===== src/rtl/mult_div_sequencer.sv =====
// Multi-cycle MULT/DIV engine owning HI/LO; shift-add multiply and restoring divide, one bit per cycle.
// Define UNSIGNED_OPS_EN to also accept MULTU (0011) and DIVU (0100).
module mult_div_sequencer #(
    parameter int unsigned WIDTH = 32
) (
    input  logic             clk,
    input  logic             rst,
    input  logic             start,
    input  logic [3:0]       ULAopcode,
    input  logic [WIDTH-1:0] A,
    input  logic [WIDTH-1:0] B,
    output logic             stall,
    output logic             done,
    output logic             div_zero,
    output logic [WIDTH-1:0] result,
    output logic [WIDTH-1:0] HI,
    output logic [WIDTH-1:0] LO
);
    localparam logic [3:0] OP_MULT = 4'b1000;
    localparam logic [3:0] OP_DIV  = 4'b1001;
    localparam logic [3:0] OP_MFLO = 4'b1010;
    localparam logic [3:0] OP_MFHI = 4'b1011;
`ifdef UNSIGNED_OPS_EN
    localparam logic [3:0] OP_MULTU = 4'b0011;
    localparam logic [3:0] OP_DIVU  = 4'b0100;
`endif

    typedef enum logic [1:0] {IDLE, MUL, DIV, FIN} state_t;
    state_t state, state_nx;

    logic [5:0]         cnt;
    logic               last;
    logic [WIDTH-1:0]   mag_a, mag_b, acc_hi, acc_lo;
    logic               neg_res, neg_rem, dz;
    logic               op_mul, op_div, op_signed, sa, sb;
    logic [WIDTH-1:0]   in_mag_a, in_mag_b;
    logic [WIDTH:0]     mul_sum, div_sh;
    logic               div_ge;
    logic [WIDTH-1:0]   mul_hi, mul_lo, div_hi, div_lo, q_fix, r_fix;
    logic [2*WIDTH-1:0] prod, prod_fix;

    always_comb begin
        op_mul    = (ULAopcode == OP_MULT);
        op_div    = (ULAopcode == OP_DIV);
        op_signed = 1'b1;
`ifdef UNSIGNED_OPS_EN
        if (ULAopcode == OP_MULTU) begin
            op_mul    = 1'b1;
            op_signed = 1'b0;
        end
        if (ULAopcode == OP_DIVU) begin
            op_div    = 1'b1;
            op_signed = 1'b0;
        end
`endif
        sa       = op_signed & A[WIDTH-1];
        sb       = op_signed & B[WIDTH-1];
        in_mag_a = sa ? -A : A;
        in_mag_b = sb ? -B : B;
    end

    // acc_hi/acc_lo are shared: partial product + multiplier, or remainder + dividend/quotient.
    always_comb begin
        last     = (cnt == 6'(WIDTH - 1));
        mul_sum  = {1'b0, acc_hi} + (acc_lo[0] ? {1'b0, mag_a} : '0);
        mul_hi   = mul_sum[WIDTH:1];
        mul_lo   = {mul_sum[0], acc_lo[WIDTH-1:1]};
        div_sh   = {acc_hi, acc_lo[WIDTH-1]};
        div_ge   = (div_sh >= {1'b0, mag_b});
        div_hi   = div_ge ? (div_sh[WIDTH-1:0] - mag_b) : div_sh[WIDTH-1:0];
        div_lo   = {acc_lo[WIDTH-2:0], div_ge};
        prod     = {mul_hi, mul_lo};
        prod_fix = neg_res ? -prod : prod;
        q_fix    = neg_res ? -div_lo : div_lo;
        r_fix    = neg_rem ? -div_hi : div_hi;
    end

    always_comb begin
        state_nx = state;
        stall    = 1'b0;
        done     = 1'b0;
        div_zero = 1'b0;
        case (state)
            IDLE: begin
                if (start && op_mul) begin
                    stall    = 1'b1;
                    state_nx = MUL;
                end else if (start && op_div) begin
                    stall    = 1'b1;
                    state_nx = (B == '0) ? FIN : DIV;
                end
            end
            MUL, DIV: begin
                stall = 1'b1;
                if (last) state_nx = FIN;
            end
            FIN: begin
                done     = 1'b1;
                div_zero = dz;
                state_nx = IDLE;
            end
            default: state_nx = IDLE;
        endcase
    end

    always_ff @(posedge clk) begin
        if (rst) begin
            state   <= IDLE;
            cnt     <= '0;
            HI      <= '0;
            LO      <= '0;
            mag_a   <= '0;
            mag_b   <= '0;
            acc_hi  <= '0;
            acc_lo  <= '0;
            neg_res <= 1'b0;
            neg_rem <= 1'b0;
            dz      <= 1'b0;
        end else begin
            state <= state_nx;
            case (state)
                IDLE: begin
                    if (state_nx != IDLE) begin
                        mag_a   <= in_mag_a;
                        mag_b   <= in_mag_b;
                        neg_res <= sa ^ sb;
                        neg_rem <= sa;
                        dz      <= (state_nx == FIN);
                        cnt     <= '0;
                        acc_hi  <= '0;
                        acc_lo  <= (state_nx == MUL) ? in_mag_b : in_mag_a;
                    end
                end
                MUL: begin
                    acc_hi <= mul_hi;
                    acc_lo <= mul_lo;
                    cnt    <= cnt + 6'd1;
                    if (last) {HI, LO} <= prod_fix;
                end
                DIV: begin
                    acc_hi <= div_hi;
                    acc_lo <= div_lo;
                    cnt    <= cnt + 6'd1;
                    if (last) begin
                        HI <= r_fix;
                        LO <= q_fix;
                    end
                end
                default: ;
            endcase
        end
    end

    always_comb begin
        case (ULAopcode)
            OP_MFLO: result = LO;
            OP_MFHI: result = HI;
            default: result = '0;
        endcase
    end
endmodule

===== config.mk =====
export PLATFORM = sky130hd
export DESIGN_NAME = mult_div_sequencer
export DESIGN_NICKNAME = d
export VERILOG_FILES = /design/src/rtl/mult_div_sequencer.sv
export SDC_FILE = /design/constraint.sdc
export NUM_CORES = 1
export LEC_CHECK = 0
export CAP_MARGIN = 20
export CORE_MARGIN = 5
export CORE_UTILIZATION = 37
export DETAILED_ROUTE_END_ITERATION = 10
export GPL_ROUTABILITY_DRIVEN = 0
export HOLD_SLACK_MARGIN = 0.06
export PLACE_DENSITY = 0.64
export SLEW_MARGIN = 20
export SYNTH_ARGS = -nofsm -noshare
export SYNTH_HDL_FRONTEND = slang
export SYNTH_SLANG_ARGS = --single-unit

===== constraint.sdc =====
create_clock -name clk -period 5.3 [get_ports clk]
set_input_delay 1.06 -clock clk [delete_from_list [all_inputs] [get_ports clk]]
set_output_delay 1.06 -clock clk [all_outputs]
set_load 0.01 [all_outputs]

==> flow_summary.ini <==
[status]
outcome = completed

[worst_setup_path]
worstSetupEndpointType = register
crit_type = register to register
path_max_fanout = 4
critPathArrivalTime_ns = 5.53
worst_setup_path_start_kind = register
worst-endpoint-required_ns = 5.80

[sta]
finalSetupTns_ns = 0
worst_slew_pin_slew_ns = 1.094
finClkSkew_ns = 0.01274
setup_viol = 0
rsz0062_at_grt = no
min_period_over_period_pct = 94.90
maxSlewViolCount = 0
final.min_clock_period_ns = 5.030
relSlewSlack_pct = 25.18
hold_violations = 0
max_freq_ghz = 0.1988

[die]
rows = 82
core-area_sq_mm = 0.04986
initial_core_util_pct = 37.20
die_w_um = 233.9
die_y_um = 233.9
die-area_sq_mm = 0.05471
ios = 170

[pwr]
powerDensity_mw_per_mm2 = 256.1
seqPwrFrac_pct = 30.3
p_sw_w = 0.002152
p_int_w = 0.003562
pwr-share-clk_pct = 35.9
p_leak_nw = 8.378
power_switching_share_pct = 37.66
power_frac_comb_pct = 33.9
irDropWorstVdd_uv = 241.4

[clocking]
clkTransAtPathRegs_ns = 0.07
clk_path_buf_depth = 3
ctsRootBufferMaster = clkbuf_16
cts_tree = done
cts_sinks = 203
hold_buffers = 0
cts_made_buffers = 25
worstSkewPairLatency_ns = 0.57
h-tree-depth = 1

[synth]
synth_cell_type_count = 98
yosys.area_share.simple_pct = 23.12
synth-main-ff-cell = dfxtp_1
yosys.area.top_type_share_pct = 21.91
yosys.area_share.xor_xnor_pct = 7.885
synthMuxAreaShare_pct = 3.413
synth_edf_count = 0
synth_seq_area_share_pct = 21.91
synth_top_family_by_area = compound AO/OA/AOI/OAI gates
synth_area_per_cell_sq_um = 7.289
synth_area_sq_mm = 0.01855
synthTopCellsByArea = dfxtp_1, nor2_1, a211oi_1
synth-compound-area-share_pct = 32.35
synthArstFlopShare_pct = 0
synth-seq-cells = 203
synth_nets = 2693
ys_warn_count = 0
synth_cells = 2545
synth_top_area_cell = dfxtp_1
synth-adder-area-share_pct = 5.275

[drt]
drc = 0
vias = 21150
drt-initial-drc-count = 2443
wl_mm = 78.55
top_layer_used = met5
wl_met1_mm = 31.40
drt_first_pass_iters = 7
ant_nets = 0
dr_wl_met3_mm = 7.438
wl_per_cell_um = 23.48
via_per_inst = 6.322
wl_met2_mm = 34.11

[global_route]
grt-ovfl-total = 0
grt_pass1_vias = 19350
grt_max_degree = 139
antenna_found_initial = 4
track_usage_pct = 27.20
grt_pass1_wl_mm = 116.7

[final_layout]
seq_area_sq_mm = 0.004066
fin_util_pct = 44.75
nets = 2800
fillers = 5060
multi_input_area_sq_mm = 0.01347
final_layout_size_suffix_gt1_share_pct = 9.285
area_growth_pct = 20.28

[placement]
dp_hpwl_mm = 60.98
portBuffers = 169

[hold_path]
hold_class = register to register

[flow_run]
drv_cap = 0
==> cell type report <==
cell class	count	area share [%]
antenna	2	0.02243
clock buffer	29	3.006
clock inverter	17	1.346
timing repair buffer	288	11.85
multi-input combinational	2050	60.37
sequential	203	18.22
inverter	84	1.413
tap	672	3.768
==> kinds of logic after synthesis <==
family / after synthesis
XOR/XNOR: 167
buffers and inverters: 292
AND/OR/NAND/NOR: 894
AO/OA/AOI/OAI: 852
adder cells (fa/ha/maj): 77
flip-flops: 203
multiplexers: 60
==> registers in the layout, indices dropped and copies added, names as in the netlist <==
register  count
neg_res       1
mag_b        32
acc_lo       32
LO           32
state         2
neg_rem       1
acc_hi       32
mag_a        32
cnt           6
HI           32
dz            1
==> critical path: stages, from the launching register on <==
cell,delay [ns]
dfxtp_1,0.31
inv_1,0.10
ha_1,0.35
inv_1,0.10
fa_1,0.45
a21o_1,0.19
a221oi_2,0.34
o21ai_0,0.17
xor2_1,0.18
nor4_1,0.52
and4bb_1,0.30
a31o_2,0.21
or4b_1,0.60
or4_1,0.62
o311a_1,0.35
a21oi_1,0.15
==> metal layers <==
layer,track usage [%],vias to the layer above
met4,15.07,4
met3,5.582,267
met2,41.98,1139
met1,35.55,10040
met5,0,-
li1,-,9700
==> stage by stage <==
step                      setup slack, ns  total power, W  instances  hold slack (ns)  area, sq um
after floorplan                   0.06749        0.002926       2545           0.4317        18550
after global placement             0.1880        0.003569       3295           0.4452        21260
after detailed placement          0.09996        0.003600       3295           0.4494        21270
after CTS                          0.1270        0.005636       3341           0.4605        22240
after global routing              0.01813        0.005909       3343           0.4833        22310
final                              0.2705        0.005715       3345           0.4558        22310
==> cells in the final DEF (no fill, tap or decap), drive strengths merged, types with 87 or more instances in the layout <==
cell           count
dfxtp            203
nand2            211
a211oi           149
clkdlybuf4s50    168
o21ai            137
buf              120
nor2             306
inv               87
a21oi            156
xor2              97
==> path summary, 6_finish.rpt <==
kind,start,endpoint,slack (ns),depth (start not counted)
max,acc_lo[31]$_SDFFE_PP0P_,HI[31]$_SDFFE_PP0P_,0.27,15
min,dz$_SDFFE_PP0P_,dz$_SDFFE_PP0P_,0.46,2
max reg2reg,acc_lo[31]$_SDFFE_PP0P_,HI[31]$_SDFFE_PP0P_,0.27,15
min reg2reg,dz$_SDFFE_PP0P_,dz$_SDFFE_PP0P_,0.46,2
==> what timing repair did <==
item	CTS	global route
resized for setup	0	13
buffers inserted	0	1
endpoints found under the setup margin	0	5
==> power groups by stage <==
stage	Combinational [W]	Clock [W]	Sequential (W)
after floorplan	0.00125	0	0.00167
after global placement	0.00182	0	0.00175
after detailed placement	0.00185	0	0.00175
after CTS	0.00186	0.00206	0.00172
after global routing	0.00205	0.00212	0.00173
final	0.00193	0.00205	0.00173
==> Yosys cell counts (10+ instances only) <==
cell,n
a2111oi_0,16
a211o_1,12
a211oi_1,145
a21o_1,25
a21oi_1,156
a22o_1,53
a22oi_1,52
a311oi_1,10
a31oi_1,22
and2_1,48
and3_1,22
buf_1,17
clkbuf_1,180
dfxtp_1,203
ha_1,75
inv_1,81
mux2_2,16
mux2i_1,43
nand2_1,211
nand2b_1,10
nand3_1,50
nand4_1,24
nor2_1,305
nor2b_1,11
nor3_1,76
nor4_1,20
o211ai_1,20
o21a_1,14
o21ai_0,130
o221ai_1,13
o22ai_1,16
o31ai_1,43
o41ai_1,30
or2_2,16
or3_1,33
or4_1,23
xnor2_1,70
xor2_1,97
Note: power is estimated with default switching activity, not from simulation.
